### src/rtl/ad_ip_jesd204_tpl_dac_sel_sched_if.sv
// Config/trigger side and channel-datapath side of the DAC data-source scheduler.
// The scheduler connects through the slave modport; the register bank drives the master side.
interface ad_ip_jesd204_tpl_dac_sel_sched_if #(
  parameter int NUM_CHANNELS = 2
);
  logic [4*NUM_CHANNELS-1:0] cfg_data_sel;
  logic [NUM_CHANNELS-1:0]   cfg_mask_enable;
  logic                      cfg_update;
  logic                      cfg_abort;
  logic [1:0]                cfg_trig_mode;
  logic [15:0]               cfg_holdoff;
  logic                      cfg_status_clr;
  logic                      ext_sync;
  logic [4*NUM_CHANNELS-1:0] dac_data_sel;
  logic [NUM_CHANNELS-1:0]   dac_mask_enable;
  logic                      dac_data_sync;
  logic                      status_busy;
  logic [7:0]                status_update_count;
  logic                      status_missed;

  modport master (
    output cfg_data_sel, cfg_mask_enable, cfg_update, cfg_abort, cfg_trig_mode,
           cfg_holdoff, cfg_status_clr, ext_sync,
    input  dac_data_sel, dac_mask_enable, dac_data_sync, status_busy,
           status_update_count, status_missed
  );

  modport slave (
    input  cfg_data_sel, cfg_mask_enable, cfg_update, cfg_abort, cfg_trig_mode,
           cfg_holdoff, cfg_status_clr, ext_sync,
    output dac_data_sel, dac_mask_enable, dac_data_sync, status_busy,
           status_update_count, status_missed
  );
endinterface

### src/rtl/ad_ip_jesd204_tpl_dac_sel_sched.sv
// Atomic data_sel/mask_enable switch for all DAC channels after a trigger and optional mute.
// Latency 2+M cycles (mode 0) or 2+H+M (holdoff); no backpressure, late requests flag status_missed.
module ad_ip_jesd204_tpl_dac_sel_sched #(
  parameter int NUM_CHANNELS = 2,
  parameter int MUTE_CYCLES  = 4
) (
  input logic                         clk,
  input logic                         resetn,
  ad_ip_jesd204_tpl_dac_sel_sched_if.slave bus
);
  localparam int SW = 4 * NUM_CHANNELS;
  localparam int MW = (MUTE_CYCLES > 1) ? $clog2(MUTE_CYCLES) : 1;
  localparam logic [MW-1:0] MUTE_LOAD = (MUTE_CYCLES > 0) ? MW'(MUTE_CYCLES - 1) : '0;
  localparam logic [SW-1:0] MUTE_SEL  = {NUM_CHANNELS{4'h3}};

  typedef enum logic [1:0] {IDLE, ARMED, MUTE, APPLY} state_t;

  state_t                  state_q, state_d;
  logic [SW-1:0]           shadow_sel_q, shadow_sel_d;
  logic [NUM_CHANNELS-1:0] shadow_mask_q, shadow_mask_d;
  logic [SW-1:0]           active_sel_q, active_sel_d;
  logic [NUM_CHANNELS-1:0] active_mask_q, active_mask_d;
  logic [SW-1:0]           sel_q, sel_d;
  logic [NUM_CHANNELS-1:0] mask_q, mask_d;
  logic [1:0]              mode_q, mode_d;
  logic [15:0]             hold_q, hold_d;
  logic [MW-1:0]           mute_cnt_q, mute_cnt_d;
  logic [7:0]              count_q, count_d;
  logic                    ext_sync_q, ext_sync_d;
  logic                    sync_q, sync_d;
  logic                    missed_q, missed_d;
  logic                    busy_q, busy_d;
  logic                    upd, trig, apply_now, missed_evt;

  always_comb begin
    state_d       = state_q;
    shadow_sel_d  = shadow_sel_q;
    shadow_mask_d = shadow_mask_q;
    active_sel_d  = active_sel_q;
    active_mask_d = active_mask_q;
    sel_d         = sel_q;
    mask_d        = mask_q;
    mode_d        = mode_q;
    hold_d        = hold_q;
    mute_cnt_d    = mute_cnt_q;
    count_d       = count_q;
    ext_sync_d    = bus.ext_sync;
    sync_d        = 1'b0;
    apply_now     = 1'b0;
    missed_evt    = 1'b0;
    // Abort wins over a same-cycle update everywhere, so that update never counts as missed.
    upd           = bus.cfg_update & ~bus.cfg_abort;

    trig = 1'b1;
    case (mode_q)
      2'd1:    trig = bus.ext_sync & ~ext_sync_q;
      2'd2:    trig = (hold_q == 16'd0);
      default: trig = 1'b1;
    endcase

    case (state_q)
      IDLE: begin
        if (upd) begin
          shadow_sel_d  = bus.cfg_data_sel;
          shadow_mask_d = bus.cfg_mask_enable;
          mode_d        = bus.cfg_trig_mode;
          hold_d        = bus.cfg_holdoff;
          state_d       = ARMED;
        end
      end
      ARMED: begin
        if (bus.cfg_abort) begin
          state_d = IDLE;
          sel_d   = active_sel_q;
          mask_d  = active_mask_q;
        end else if (upd) begin
          shadow_sel_d  = bus.cfg_data_sel;
          shadow_mask_d = bus.cfg_mask_enable;
          mode_d        = bus.cfg_trig_mode;
          hold_d        = bus.cfg_holdoff;
          missed_evt    = 1'b1;
        end else if (trig) begin
          if (MUTE_CYCLES > 0) begin
            state_d    = MUTE;
            sel_d      = MUTE_SEL;
            mask_d     = '0;
            mute_cnt_d = MUTE_LOAD;
          end else begin
            apply_now = 1'b1;
          end
        end else if (mode_q == 2'd2) begin
          hold_d = hold_q - 16'd1;
        end
      end
      MUTE: begin
        if (bus.cfg_abort) begin
          state_d = IDLE;
          sel_d   = active_sel_q;
          mask_d  = active_mask_q;
        end else begin
          missed_evt = upd;
          if (mute_cnt_q == '0) apply_now = 1'b1;
          else                  mute_cnt_d = mute_cnt_q - MW'(1);
        end
      end
      APPLY: begin
        missed_evt = upd;
        state_d    = IDLE;
      end
      default: state_d = IDLE;
    endcase

    if (apply_now) begin
      state_d       = APPLY;
      sel_d         = shadow_sel_q;
      mask_d        = shadow_mask_q;
      active_sel_d  = shadow_sel_q;
      active_mask_d = shadow_mask_q;
      sync_d        = 1'b1;
      count_d       = count_q + 8'd1;
    end

    missed_d = (missed_q & ~bus.cfg_status_clr) | missed_evt;
    busy_d   = (state_d != IDLE);
  end

  always_ff @(posedge clk or negedge resetn) begin
    if (!resetn) begin
      state_q       <= IDLE;
      shadow_sel_q  <= '0;
      shadow_mask_q <= '0;
      active_sel_q  <= '0;
      active_mask_q <= '0;
      sel_q         <= '0;
      mask_q        <= '0;
      mode_q        <= 2'd0;
      hold_q        <= 16'd0;
      mute_cnt_q    <= '0;
      count_q       <= 8'd0;
      ext_sync_q    <= 1'b0;
      sync_q        <= 1'b0;
      missed_q      <= 1'b0;
      busy_q        <= 1'b0;
    end else begin
      state_q       <= state_d;
      shadow_sel_q  <= shadow_sel_d;
      shadow_mask_q <= shadow_mask_d;
      active_sel_q  <= active_sel_d;
      active_mask_q <= active_mask_d;
      sel_q         <= sel_d;
      mask_q        <= mask_d;
      mode_q        <= mode_d;
      hold_q        <= hold_d;
      mute_cnt_q    <= mute_cnt_d;
      count_q       <= count_d;
      ext_sync_q    <= ext_sync_d;
      sync_q        <= sync_d;
      missed_q      <= missed_d;
      busy_q        <= busy_d;
    end
  end

  assign bus.dac_data_sel        = sel_q;
  assign bus.dac_mask_enable     = mask_q;
  assign bus.dac_data_sync       = sync_q;
  assign bus.status_busy         = busy_q;
  assign bus.status_update_count = count_q;
  assign bus.status_missed       = missed_q;
endmodule
### src/flat_wrapper.sv
// flat-port wrapper written by rule: the top's interface ports become plain ports
module ad_ip_jesd204_tpl_dac_sel_sched_flat 
#(
  parameter int NUM_CHANNELS = 2,
  parameter int MUTE_CYCLES  = 4
)
  (clk, resetn, bus_cfg_data_sel, bus_cfg_mask_enable, bus_cfg_update, bus_cfg_abort, bus_cfg_trig_mode, bus_cfg_holdoff, bus_cfg_status_clr, bus_ext_sync, bus_dac_data_sel, bus_dac_mask_enable, bus_dac_data_sync, bus_status_busy, bus_status_update_count, bus_status_missed);
  ad_ip_jesd204_tpl_dac_sel_sched_if #(.NUM_CHANNELS(NUM_CHANNELS)) bus_i ();
  input logic clk;
  input logic resetn;
  input wire logic [$bits(bus_i.cfg_data_sel)-1:0] bus_cfg_data_sel;
  input wire logic [$bits(bus_i.cfg_mask_enable)-1:0] bus_cfg_mask_enable;
  input wire logic [$bits(bus_i.cfg_update)-1:0] bus_cfg_update;
  input wire logic [$bits(bus_i.cfg_abort)-1:0] bus_cfg_abort;
  input wire logic [$bits(bus_i.cfg_trig_mode)-1:0] bus_cfg_trig_mode;
  input wire logic [$bits(bus_i.cfg_holdoff)-1:0] bus_cfg_holdoff;
  input wire logic [$bits(bus_i.cfg_status_clr)-1:0] bus_cfg_status_clr;
  input wire logic [$bits(bus_i.ext_sync)-1:0] bus_ext_sync;
  output wire logic [$bits(bus_i.dac_data_sel)-1:0] bus_dac_data_sel;
  output wire logic [$bits(bus_i.dac_mask_enable)-1:0] bus_dac_mask_enable;
  output wire logic [$bits(bus_i.dac_data_sync)-1:0] bus_dac_data_sync;
  output wire logic [$bits(bus_i.status_busy)-1:0] bus_status_busy;
  output wire logic [$bits(bus_i.status_update_count)-1:0] bus_status_update_count;
  output wire logic [$bits(bus_i.status_missed)-1:0] bus_status_missed;
  assign bus_i.cfg_data_sel = bus_cfg_data_sel;
  assign bus_i.cfg_mask_enable = bus_cfg_mask_enable;
  assign bus_i.cfg_update = bus_cfg_update;
  assign bus_i.cfg_abort = bus_cfg_abort;
  assign bus_i.cfg_trig_mode = bus_cfg_trig_mode;
  assign bus_i.cfg_holdoff = bus_cfg_holdoff;
  assign bus_i.cfg_status_clr = bus_cfg_status_clr;
  assign bus_i.ext_sync = bus_ext_sync;
  assign bus_dac_data_sel = bus_i.dac_data_sel;
  assign bus_dac_mask_enable = bus_i.dac_mask_enable;
  assign bus_dac_data_sync = bus_i.dac_data_sync;
  assign bus_status_busy = bus_i.status_busy;
  assign bus_status_update_count = bus_i.status_update_count;
  assign bus_status_missed = bus_i.status_missed;
  ad_ip_jesd204_tpl_dac_sel_sched #(.NUM_CHANNELS(NUM_CHANNELS), .MUTE_CYCLES(MUTE_CYCLES)) u_core (.clk(clk), .resetn(resetn), .bus(bus_i));
endmodule
### config.mk
export PLATFORM = sky130hd
export DESIGN_NAME = ad_ip_jesd204_tpl_dac_sel_sched_flat
export DESIGN_NICKNAME = d
export VERILOG_FILES = /design/src/rtl/ad_ip_jesd204_tpl_dac_sel_sched_if.sv /design/src/rtl/ad_ip_jesd204_tpl_dac_sel_sched.sv /design/src/flat_wrapper.sv
export SDC_FILE = /design/constraint.sdc
export NUM_CORES = 1
export LEC_CHECK = 0
export ABC_AREA = 0
export BUFFER_PORTS_ARGS = -buffer_cell sky130_fd_sc_hd__buf_4
export CAP_MARGIN = 20
export CORE_ASPECT_RATIO = 0.75
export CORE_MARGIN = 2
export CORE_UTILIZATION = 36
export CTS_BUF_LIST = sky130_fd_sc_hd__clkbuf_8
export DETAILED_ROUTE_END_ITERATION = 8
export SYNTH_ARGS = -nofsm -noshare
export SYNTH_HDL_FRONTEND = slang
export SYNTH_SLANG_ARGS = --single-unit
### constraint.sdc
create_clock -name clk -period 4.3 [get_ports clk]
set_input_delay 0.215 -clock clk [delete_from_list [all_inputs] [get_ports clk]]
set_output_delay 0.215 -clock clk [all_outputs]
set_load 0.005 [all_outputs]
==> results.json <==
{
  "r2r_start": "u_core.state_q[0]",
  "dpl_cell_area_mm2": 0.00371,
  "ys.flop_type": "dfrtp_1",
  "synth.lib_cells_used.distinct": 54,
  "wirelength_met1_um": 3570,
  "initialDrtViolationCount": 107,
  "yosys_warnings": 0,
  "number_of_max_cap_violations": 0,
  "fp.dieW_um": 113,
  "clk_root_buffer_cell": "clkbuf_8",
  "die_area_mm2": 0.00974,
  "post-route-min-period_ns": 2.66,
  "critPathMaxStageDelay_ns": 0.75,
  "met3_layer_wire_length_in_the_routed_design_um": 261,
  "tritoncts": "yes",
  "worstPathArrival_ns": 2.88,
  "worst_setup_hold_path_clk_slew_ns": 0.07,
  "dr_top_layer": "met4",
  "core_region_area_mm2": 0.00856,
  "slack_of_the_worst_reg_to_reg_path_ns": 1.64,
  "critPathRequiredTime_ns": 4.51,
  "crit_slowest_cell": "a32oi_4",
  "grt_first_pass_wirelength_um": 12000,
  "worstPathCellList": "inv_1 > ha_1 > nand3b_1 > a32oi_4 > mux2_1",
  "timing.slew.headroom_pct": 33.5,
  "overflow": 0,
  "detail_route.wirelength_um": 7110,
  "critPathCaptureType": "register",
  "syn_inst": 327,
  "met2WireLength_um": 3200,
  "clockBufferDepth": 2,
  "htreeDepth": 3,
  "fin_skew_ns": 0.00760,
  "final_number_of_setup_violating_endpoints": 0,
  "synth-edff-count": 0,
  "switchingPower_uw": 784,
  "die_height_um": 86.0,
  "drc": 0,
  "final.setup.tns_ns": 0,
  "layout.nets": 425,
  "post_synth.cell_area_avg_um2": 9.86,
  "synth_fp_nets": 371,
  "critical_path.startpoint_type": "register",
  "cp_max_fo": 19,
  "net_switching_fraction_of_the_power_pct": 37.4,
  "post_drt_wl_per_cell_um": 14.4,
  "cts.repair.resized": 0,
  "power.ir.vdd_worst_mv": 0.196,
  "comb_power_share_pct": 33.0,
  "hold_violations": 0,
  "timing.fmax_mhz": 376,
  "worst-r2r-cell-count": 5,
  "critical_path.endpoint": "u_core.bus.dac_data_sel[5]",
  "post-route-cell-area_mm2": 0.00392,
  "synth_to_layout_area_growth_pct": 21.5,
  "slew_of_the_pin_with_the_lowest_slew_margin_ns": 0.997,
  "internal_power_uw": 1310,
  "rsz0062_at_grt": "false",
  "diodes": 0,
  "share_clk_of_total_power_pct": 23.1,
  "power.density_mw_per_mm2": 535,
  "fillers": 836,
  "regToRegEndpoint": "u_core.bus.dac_data_sel[5]",
  "run_status": "complete, no violations",
  "start_util_pct": 37.7,
  "detail_route.first_pass.iterations": 4,
  "vias_per_cell": 5.07,
  "antenna_left": 0,
  "synth_area_mm2": 0.00323,
  "async_flop_share_pct": 100,
  "core.rowCount": 29,
  "drive_gt1_share_pct": 24.1,
  "cp-startpoint": "u_core.state_q[0]",
  "clkLatencyLatePin_ns": 0.33,
  "cts_inserted_buffers": 9,
  "vias": 2507,
  "layout_worst_path_cycle_share_pct": 61.9,
  "crit_type": "reg2reg",
  "floorplan.io_pins": 55,
  "seq_area_frac_synth_pct": 49.7,
  "min-delay-path-class": "in2reg",
  "port-buffer-count": 54,
  "timing.final.ws_setup_ns": 1.64,
  "holdWs_ns": 0.0736,
  "place.detailed.hpwl_um": 5020,
  "final_cell_mix": "64 x dfrtp_1, 55 x buf_4, 51 x nand2_1",
  "synth_seq_cells": 64,
  "power_frac_seq_pct": 43.9,
  "fin_total_pwr_uw": 2100,
  "power.static_leakage_uw": 0.00182,
  "via_count_of_the_first_global_routing_pass": 2469,
  "grt_max_degree": 65,
  "gpl.final_weighted_congestion": 0.795,
  "clkSinkCount": 64,
  "grt_antenna_before_repair": 0,
  "globalRouteTotalUtil_pct": 15.5,
  "drv_slew": 0,
  "dp_slack_ns": 1.66,
  "mostFrequentLayoutCell": "dfrtp_1"
}
==> sequential cells by signal (all words and copies together), names as in the netlist, 8 cells and up <==
| name | cells |
|---|---|
| u_core.active_sel_q | 8 |
| u_core.shadow_sel_q | 8 |
| u_core.bus.dac_data_sel | 8 |
| u_core.hold_q | 16 |
| u_core.bus.status_update_count | 8 |
==> worst min-delay path by stage <==
stage	from	endpoint	slack [ns]	depth (start not counted)
after floorplan	resetn	u_core.active_mask_q[0]	-0.08	0
after global placement	bus_ext_sync	u_core.ext_sync_q	0.33	1
after detailed placement	bus_ext_sync	u_core.ext_sync_q	0.33	1
after CTS	bus_cfg_status_clr	u_core.bus.status_missed	0.06	2
after global routing	bus_cfg_status_clr	u_core.bus.status_missed	0.07	2
final	bus_cfg_status_clr	u_core.bus.status_missed	0.07	2
==> cell type report <==
class                           instances  area [um^2]  area share (%)
Inverter                               13         48.8            1.25
Timing Repair Buffer                   57          433            11.1
Clock buffer                           11          151            3.86
Tap cell                              108          135            3.45
Multi-Input combinational cell        236         1510            38.5
Sequential cell                        64         1600            40.9
Clock inverter                          5         38.8           0.990
==> worst max-delay path: cells and delay by family (launching register included) <==
kind	cells	cell delay, ns
AO/OA/AOI/OAI	1	0.75
adder cells (fa/ha/maj)	1	0.37
buffers and inverters	1	0.11
flip-flops	1	0.40
multiplexers	1	0.38
AND/OR/NAND/NOR	1	0.53
==> metrics by stage <==
stage / util [%] / instances
after floorplan: - / 327
after global placement: 43.3 / 476
after detailed placement: 43.3 / 476
after CTS: 45.7 / 494
after global routing: 45.7 / 494
final: 45.7 / 494
==> cell families after synthesis <==
logic type               share of synthesized area [%]
AND/OR/NAND/NOR                                   19.5
AO/OA/AOI/OAI                                     17.4
flip-flops                                        49.7
buffers and inverters                             3.57
multiplexers                                      4.15
adder cells (fa/ha/maj)                           3.88
XOR/XNOR                                          1.90
==> routing by layer <==
metal / track usage, % / vias up
met5: 0 / -
met4: 2.66 / 0
met3: 4.73 / 7
met2: 23.5 / 40
met1: 22.2 / 1204
li1: - / 1256
==> synthesized netlist by cell type (4+ instances only) <==
library cell  instances  share of area [%]
dfrtp_1              64                 50
nand2_1              51                5.9
a21oi_1              28                4.3
nor2_1               26                3.0
o21ai_0              17                2.6
inv_1                12                1.4
ha_1                 10                3.9
mux2_2               10                3.5
clkbuf_1              7               0.81
nor2b_1               7                1.4
nor3_1                7                1.1
a31o_1                6                1.6
buf_2                 5               0.78
o22ai_1               5               0.97
xnor2_1               5                1.4
nand4_1               4               0.78
o32ai_1               4                1.1
or3_1                 4               0.78
==> power groups by stage <==
stage / clock network, uW / logic [uW] / registers (uW)
5_1_grt: 531 / 784 / 944
4_1_cts: 505 / 696 / 919
3_3_place_gp: 0 / 672 / 928
6_report: 485 / 692 / 921
3_5_place_dp: 0 / 692 / 928
2_1_floorplan: 0 / 518 / 893
==> timing repair <==
| action | 4_1_cts | 5_1_grt |
|---|---|---|
| setup buffers | 0 | 0 |
| hold buffers | 2 | 0 |
| hold endpoints to repair | 25 | 0 |
| setup endpoints to repair | 0 | 0 |
Power figures use the tool's default switching activity.
